[src/rtl/vga_sync_generator.sv]
// VGA raster timing: free-running pixel/line counters with registered blanking, sync and
// line/frame-start strobes, all aligned to the o_Col/o_Row values presented in the same cycle.
module vga_sync_generator #(
  parameter int H_VISIBLE = 640,
  parameter int H_FRONT   = 16,
  parameter int H_SYNC    = 96,
  parameter int H_BACK    = 48,
  parameter int V_VISIBLE = 480,
  parameter int V_FRONT   = 10,
  parameter int V_SYNC    = 2,
  parameter int V_BACK    = 33
) (
  input  logic       i_Clk,
  input  logic       i_Rst_n,
  input  logic       i_PixelEn,
  output logic [9:0] o_Col,
  output logic [9:0] o_Row,
  output logic       o_HBlank,
  output logic       o_VBlank,
  output logic       o_Visible,
  output logic       o_HSync,
  output logic       o_VSync,
  output logic       o_HReset,
  output logic       o_VReset
);

  localparam int H_TOTAL = H_VISIBLE + H_FRONT + H_SYNC + H_BACK;
  localparam int V_TOTAL = V_VISIBLE + V_FRONT + V_SYNC + V_BACK;

  localparam logic [9:0] H_LAST     = 10'(H_TOTAL - 1);
  localparam logic [9:0] V_LAST     = 10'(V_TOTAL - 1);
  localparam logic [9:0] H_VIS      = 10'(H_VISIBLE);
  localparam logic [9:0] V_VIS      = 10'(V_VISIBLE);
  localparam logic [9:0] HS_START   = 10'(H_VISIBLE + H_FRONT);
  localparam logic [9:0] HS_END     = 10'(H_VISIBLE + H_FRONT + H_SYNC);
  localparam logic [9:0] VS_START   = 10'(V_VISIBLE + V_FRONT);
  localparam logic [9:0] VS_END     = 10'(V_VISIBLE + V_FRONT + V_SYNC);

  logic [9:0] h_q;
  logic [9:0] v_q;
  logic [9:0] h_nxt;
  logic [9:0] v_nxt;
  logic       h_wrap;
  logic       v_wrap;
  logic       hblank_nxt;
  logic       vblank_nxt;

  // Every registered output is derived from the next counter values so it lands in the
  // same cycle as the counter it describes.
  always_comb begin
    h_wrap     = (h_q == H_LAST);
    v_wrap     = (v_q == V_LAST);
    h_nxt      = h_wrap ? 10'd0 : h_q + 10'd1;
    v_nxt      = v_q;
    if (h_wrap) begin
      v_nxt = v_wrap ? 10'd0 : v_q + 10'd1;
    end
    hblank_nxt = (h_nxt >= H_VIS);
    vblank_nxt = (v_nxt >= V_VIS);
  end

  always_ff @(posedge i_Clk or negedge i_Rst_n) begin
    if (!i_Rst_n) begin
      h_q       <= 10'd0;
      v_q       <= 10'd0;
      o_HBlank  <= 1'b0;
      o_VBlank  <= 1'b0;
      o_Visible <= 1'b1;
      o_HSync   <= 1'b1;
      o_VSync   <= 1'b1;
      o_HReset  <= 1'b0;
      o_VReset  <= 1'b0;
    end else begin
      // Strobes fire only on the enabled clock that performs the wrap, so they stay one
      // clock wide whatever the enable duty cycle is.
      o_HReset <= i_PixelEn & h_wrap;
      o_VReset <= i_PixelEn & h_wrap & v_wrap;
      if (i_PixelEn) begin
        h_q       <= h_nxt;
        v_q       <= v_nxt;
        o_HBlank  <= hblank_nxt;
        o_VBlank  <= vblank_nxt;
        o_Visible <= ~hblank_nxt & ~vblank_nxt;
        o_HSync   <= ~((h_nxt >= HS_START) && (h_nxt < HS_END));
        o_VSync   <= ~((v_nxt >= VS_START) && (v_nxt < VS_END));
      end
    end
  end

  assign o_Col = h_q;
  assign o_Row = v_q;

endmodule

[config.mk]
export PLATFORM = sky130hd
export DESIGN_NAME = vga_sync_generator
export DESIGN_NICKNAME = d
export VERILOG_FILES = /design/src/rtl/vga_sync_generator.sv
export SDC_FILE = /design/constraint.sdc
export NUM_CORES = 1
export LEC_CHECK = 0
export CAP_MARGIN = 20
export CORE_AREA = 10 10 73 75
export CTS_CLUSTER_SIZE = 10
export DETAILED_ROUTE_END_ITERATION = 7
export DIE_AREA = 0 0 83 85
export PLACE_DENSITY = 0.79
export SLEW_MARGIN = 20
export SYNTH_ARGS = -nofsm -noshare
export SYNTH_HDL_FRONTEND = slang
export SYNTH_SLANG_ARGS = --single-unit
[constraint.sdc]
create_clock -name i_Clk -period 2.1 [get_ports i_Clk]
set_clock_uncertainty 0.05 [all_clocks]
set_input_delay 0.21 -clock i_Clk [delete_from_list [all_inputs] [get_ports i_Clk]]
set_output_delay 0.21 -clock i_Clk [all_outputs]
set_load 0.1 [all_outputs]
==> results of run 1 <==
==> stage by stage <==
stage | util, % | hold slack [ns] | TNS (ns)
final | 60.2 | 0.254 | -0.0930
after global routing | 60.2 | 0.293 | -0.551
after CTS | 58.6 | 0.268 | -0.0698
after detailed placement | 56.4 | 0.433 | -0.171
after global placement | 56.4 | 0.431 | -0.0297
after floorplan | - | -0.136 | -1.81
==> state kept, by name (all words and copies together), names as in the netlist <==
register / flops
o_Col: 10
o_Row: 10
o_HBlank: 1
o_HReset: 1
o_HSync: 1
o_VBlank: 1
o_VReset: 1
o_VSync: 1
o_Visible: 1
==> kinds of logic (layout without fill, tap and decap cells) <==
logic type	Yosys count	count (layout)	share of synthesized area (%)
fa+ha+maj	4	4	2.96
mux	4	4	2.44
xor+xnor	11	11	5.70
buf+inv	22	77	5.33
simple gates	78	78	26.4
compound gates	43	43	17.0
flops	27	27	40.2
==> metal layers <==
| layer | share of wire (%) | vias to the layer above | global-route usage (%) |
|---|---|---|---|
| met5 | 0 | - | 0 |
| met4 | 1.1 | 0 | 3.56 |
| met3 | 5.9 | 6 | 3.35 |
| met2 | 48 | 47 | 21.1 |
| met1 | 45 | 788 | 16.1 |
| li1 | - | 790 | - |
==> final timing paths <==
path	from	endpoint	depth (start not counted)
hold reg to reg	o_HSync	o_HSync	2
max in group asynchronous	i_Rst_n	o_HSync	2
hold / removal	i_Rst_n	o_Col[2]	2
setup reg to reg	o_Col[1]	o_Visible	7
min in group i_Clk	o_HSync	o_HSync	2
setup / recovery	o_Col[1]	o_Visible	7
==> worst register-to-register path, delay by kind of cell (launching register included) <==
| kind | cells | cell delay, ns |
|---|---|---|
| AO/OA/AOI/OAI | 4 | 0.84 |
| flip-flops | 1 | 0.43 |
| adder cells (fa/ha/maj) | 1 | 0.15 |
| AND/OR/NAND/NOR | 2 | 0.65 |
==> cell usage in the layout (no fill, tap or decap), types with 2 or more instances in the layout <==
cell type	count
o21ai_0	10
dfrtp_2	7
dfrtp_1	8
and4_1	2
nor2_1	14
dfrtp_4	9
buf_4	61
o21bai_1	2
a2111oi_2	2
clkbuf_8	3
nor2b_1	3
nand2_1	15
xnor2_1	10
and2_1	3
inv_1	9
ha_1	3
o31ai_2	2
mux2i_1	3
nand2_2	2
o22ai_1	3
nor3_1	4
a21o_1	2
dfstp_2	3
nor4_4	2
nand4_1	5
and3_1	2
nand3_1	10
a21oi_1	7
o21ai_1	3
clkdlybuf4s50_1	2
==> final cells by class <==
cell class,count,share of cell area [%]
clock buffers,4,1.91
inverters,10,1.70
multi-input cells,140,42.8
flip-flops and latches,27,30.7
well taps,50,2.66
repair buffers,63,20.3
==> what timing repair did <==
item / CTS / global route
resized for setup: 5 / 11
hold buffers: 0 / 0
setup endpoints to repair: 6 / 12
pin swaps: 1 / 3
setup buffers: 3 / 2
==> where the power goes <==
group	switching [mW]	total (mW)	leakage, nW	internal (mW)
logic	0.901	1.26	0.632	0.358
registers	0.110	0.747	0.314	0.637
clock network	0.152	0.287	0.0228	0.136
total	1.16	2.29	0.969	1.13
==> impl_metrics.csv, run 1 <==
group,metric,value,unit
status,status,"finished, violations left",
status,failed_checks,"negative setup slack",
critical_path,cp_num_buf_inv,0,
yosys,avgSynthCellArea,8.94,µm²
yosys,synth_edf_count,0,
drt,drt_iter0_drc,62,
yosys,synth_seq_cells,27,
final_layout,fillers,357,
timing,fin_crit_sh,103,%
global_route,grt_pass1_wl,7.88,mm
yosys,ys_top_cells_by_count,"dfrtp_1 (24), nand2_1 (17), nor2_1 (15)",
timing,fmax,0.463,GHz
place,dp_cells,285,
yosys,synthArstFlopShare,100,%
floorplanning,start_util,43.2,%
final_layout,diodes,0,
critical_path,cp-start-kind,"flip-flop",
final_layout,postLayoutCellArea,2350,µm²
yosys,synthDistinctLibCells,51,
critical_path,cp_slowest_cell,"or4_4",
timing,min_period,2.16,ns
yosys,synth_area_leaders,"dfrtp_1 (36%), xnor2_1 (5.2%), dfstp_2 (4.7%), o21ai_0 (3.8%), nand2_1 (3.8%)",
place,globalplace.congestion,0.921,
clocking,cts_root_buffer,"clkbuf_8",
final_layout,stdcell_count,294,
drt,route.detailed.drc,0,
clocking,cts_max_path_buffers,2,
timing,grt_setup_unrepaired,"yes",
critical_path,critPathMaxFanout,4,
critical_path,crit_family,"compound AO/OA/AOI/OAI gates",
drt,wl,4.54,mm
floorplanning,boundaryPins,30,
floorplanning,fp.coreArea,3910,µm²
clocking,clk_pin_slew_worst_paths,0.09,ns
critical_path,slowest_delay,0.53,ns
final_layout,multi_input_area,1010,µm²
critical_path,worstPathCellList,"ha_4 -> nand4_4 -> or4_4 -> o311a_1 -> o211ai_2 -> a21o_1 -> o221a_2",
yosys,synth_ff_type,"dfrtp_1",
final_layout,syn_to_final_growth,39.3,%
yosys,yosysSeqAreaShare,40.2,%
clocking,insertion_delay,0.27,ns
place,hpwl,3.40,mm
final_layout,layout.nets,252,
critical_path,cp_data_required_time,2.27,ns
global_route,grt_max_degree,28,
power_and_ir_drop,report.power.total,2.29,mW
yosys,synth_top_area_share,35.5,%
final_layout,drive_gt1_share,43.9,%
yosys,netlist_area,1690,µm²
place,placement.setup.worst_slack,-0.100,ns
global_route,track_usage,12.8,%
final_layout,register_area,722,µm²
global_route,grt-ovfl-total,0,
timing,postLayoutSetupSlackWorst,-0.0605,ns
drt,vias,1631,
critical_path,arrival,2.33,ns
yosys,syn_inst,189,
run,drv_cap,0,
yosys,synth_top_area_cell,"dfrtp_1",
drt,ant_nets,0,
global_route,grt_pass1_vias,1618,
floorplanning,die_area,7060,µm²
power_and_ir_drop,power_density,974,nW/µm²
clocking,cts_max_level,1,
timing,final-max-slew-violation-count,0,
place,portBuffers,29,
floorplanning,floorplan.rows,23,
clocking,clock-sinks,27,
timing,tightest_slew,0.399,ns
global_route,antenna_found_initial,0,
floorplanning,die_h,85,µm
power_and_ir_drop,p_leak,0.969,nW
place,place_area,2210,µm²
yosys,yosys.cell_count.top_type,"dfrtp_1",
clocking,tritoncts,"yes",
yosys,ys.warnings.count,0,
clocking,numCtsBuffers,3,
power_and_ir_drop,peakVddDrop,437,µV
critical_path,setup.worst_path.class,"reg2reg",
timing,setup_viol,2,
timing,finalHoldViolCount,0,
drt,dr.pass1.iters,4,
timing,relSlewSlack,73.3,%
critical_path,regToRegSetupSlack,-0.06,ns
floorplanning,fp.dieW,83,µm
yosys,synth_fp_nets,196,
drt,viasPerCell,5.55,
drt,wl_per_cell,15.4,µm
critical_path,cp-end-kind,"flip-flop",
hold_path,worstHoldPathType,"in2async",
Power figures use the tool's default switching activity.
==> run 2, diff against run 1 <==
- PLACE_DENSITY: 0.79 -> 0.77
- clock period: 2.1 -> 2.7 ns (I/O delays scaled with it)
==> impl_metrics.csv, run 2 (synthesis gave the netlist of run 1 again) <==
group,metric,value,unit
status,status,"completed",
power_and_ir_drop,report.power.total,1.67,mW
clocking,cts_max_level,1,
place,place_area,1980,µm²
timing,final-max-slew-violation-count,0,
global_route,grt_pass1_wl,7.16,mm
critical_path,slowest_delay,0.62,ns
clocking,numCtsBuffers,3,
timing,min_period,2.51,ns
timing,fmax,0.399,GHz
floorplanning,boundaryPins,30,
place,dp_cells,261,
floorplanning,floorplan.rows,23,
critical_path,cp_slowest_cell,"or4_1",
global_route,grt_busiest_layer,"met2",
timing,grt_setup_unrepaired,"no",
power_and_ir_drop,power_frac_clock,13.6,%
power_and_ir_drop,swShare,52.2,%
power_and_ir_drop,p_int,795,µW
critical_path,critPathMaxFanout,8,
timing,finalHoldViolCount,0,
power_and_ir_drop,combPwrFrac,50.1,%
floorplanning,fp.coreArea,3910,µm²
power_and_ir_drop,peakVddDrop,308,µV
hold_path,worstHoldPathType,"in2async",
final_layout,postLayoutCellArea,2030,µm²
drt,vias,1476,
global_route,grt-ovfl-total,0,
global_route,grt_pass1_vias,1430,
clocking,clock-sinks,27,
floorplanning,fp.dieW,83,µm
clocking,cts_root_buffer,"clkbuf_8",
final_layout,drive_gt1_share,26.5,%
final_layout,register_area,697,µm²
critical_path,setup.worst_path.class,"reg2reg",
place,globalplace.congestion,0.895,
final_layout,layout.nets,223,
power_and_ir_drop,p_seq_share,36.3,%
timing,relSlewSlack,63.8,%
drt,drt_iter0_drc,120,
critical_path,cp_data_required_time,2.87,ns
critical_path,reg2reg_depth,7,
timing,setup_viol,0,
critical_path,cp-end-kind,"flip-flop",
global_route,grt_use_met2,18.4,%
final_layout,syn_to_final_growth,19.8,%
drt,viasPerCell,5.57,
critical_path,arrival,2.68,ns
drt,wl,4.01,mm
timing,tightest_slew,0.529,ns
clocking,clk_pin_slew_worst_paths,0.09,ns
clocking,ctsHoldBuffers,0,
final_layout,mostFrequentLayoutCells,"buf_4 (32), nand2_1 (17), nor2_1 (15)",
clocking,insertion_delay,0.27,ns
place,placement.setup.worst_slack,0.236,ns
final_layout,diodes,0,
final_layout,stdcell_count,265,
floorplanning,die_h,85,µm
clocking,cts_max_path_buffers,2,
global_route,grt_max_degree,28,
place,hpwl,3.03,mm
global_route,track_usage,11.6,%
timing,fin_crit_sh,92.9,%
place,portBuffers,29,
global_route,grt_use_met1,15.3,%
drt,route.detailed.drc,0,
timing,hold_ws,0.314,ns
power_and_ir_drop,power_density,822,nW/µm²
global_route,antenna_found_initial,0,
final_layout,layout_commonest_cell,"buf_4",
clocking,tritoncts,"yes",
drt,dr.pass1.iters,4,
final_layout,multi_input_area,922,µm²
critical_path,cp-start-kind,"flip-flop",
run,drv_cap,0,
critical_path,regToRegSetupSlack,0.19,ns
critical_path,reg2reg_to,"o_Visible",
drt,wl_per_cell,15.1,µm
power_and_ir_drop,p_leak,0.814,nW
power_and_ir_drop,p_switching,870,µW
final_layout,fin_util,51.8,%
drt,ant_nets,0,
floorplanning,start_util,43.2,%
timing,fin_tns_setup,0,ns
timing,postLayoutSetupSlackWorst,0.191,ns
final_layout,fillers,391,
critical_path,worstPathCellList,"ha_1 -> nand4_4 -> or4_1 -> o311a_1 -> o211ai_2 -> a21o_1 -> o221a_2",
critical_path,timing.rr.start,"o_Col[0]",
floorplanning,die_area,7060,µm²
global_route,grt.met3_usage,2.87,%
[run 2: worst max-delay path by stage]
stage                        start   endpoint  slack (ns)  cells past startpoint
after floorplan           o_Col[4]  o_Visible        0.06                      8
after global routing      o_Col[0]    o_VSync        0.04                      7
after global placement    o_Col[0]  o_Visible        0.30                      7
after CTS                 o_Col[0]    o_VSync        0.20                      7
final                     o_Col[0]  o_Visible        0.19                      7
after detailed placement  o_Col[0]    o_VSync        0.24                      7
[run 2: worst max-delay path, delay by kind of cell (launching register included)]
kind | cells | cell delay (ns)
adder cells (fa/ha/maj) | 1 | 0.23
AO/OA/AOI/OAI | 4 | 0.91
flip-flops | 1 | 0.46
AND/OR/NAND/NOR | 2 | 0.81
[run 2: repair_timing]
item | CTS | global route
setup endpoints to repair | 0 | 1
buffers inserted | 0 | 0
gates resized for setup | 0 | 1
[run 2: power by group through the flow]
stage / clock [mW] / combinational, mW / sequential [mW]
floorplan: 0 / 0.261 / 1.02
global placement: 0 / 0.833 / 0.609
finish: 0.226 / 0.835 / 0.604
global route: 0.257 / 0.876 / 0.622
CTS: 0.238 / 0.841 / 0.605
detailed placement: 0 / 0.840 / 0.611
[run 2: cell type report]
cell class | instances | share of cell area (%)
clock buffers | 3 | 2.04
inverters | 10 | 1.85
clock inverters | 1 | 0.247
well taps | 50 | 3.09
repair buffers | 34 | 12.8
flip-flops and latches | 27 | 34.4
multi-input cells | 140 | 45.5
[run 2: per-layer routing]
layer	vias to the layer above	part of all wire (%)
met5	-	0
met4	0	0.90
met3	5	5.5
met2	43	47
met1	696	47
li1	732	-
==> run 3, diff against run 2 <==
- CTS_CLUSTER_SIZE: 10 -> default
==> results of run 3 <==
Same layout as run 2: the final DEF is identical, and so are final timing and power.
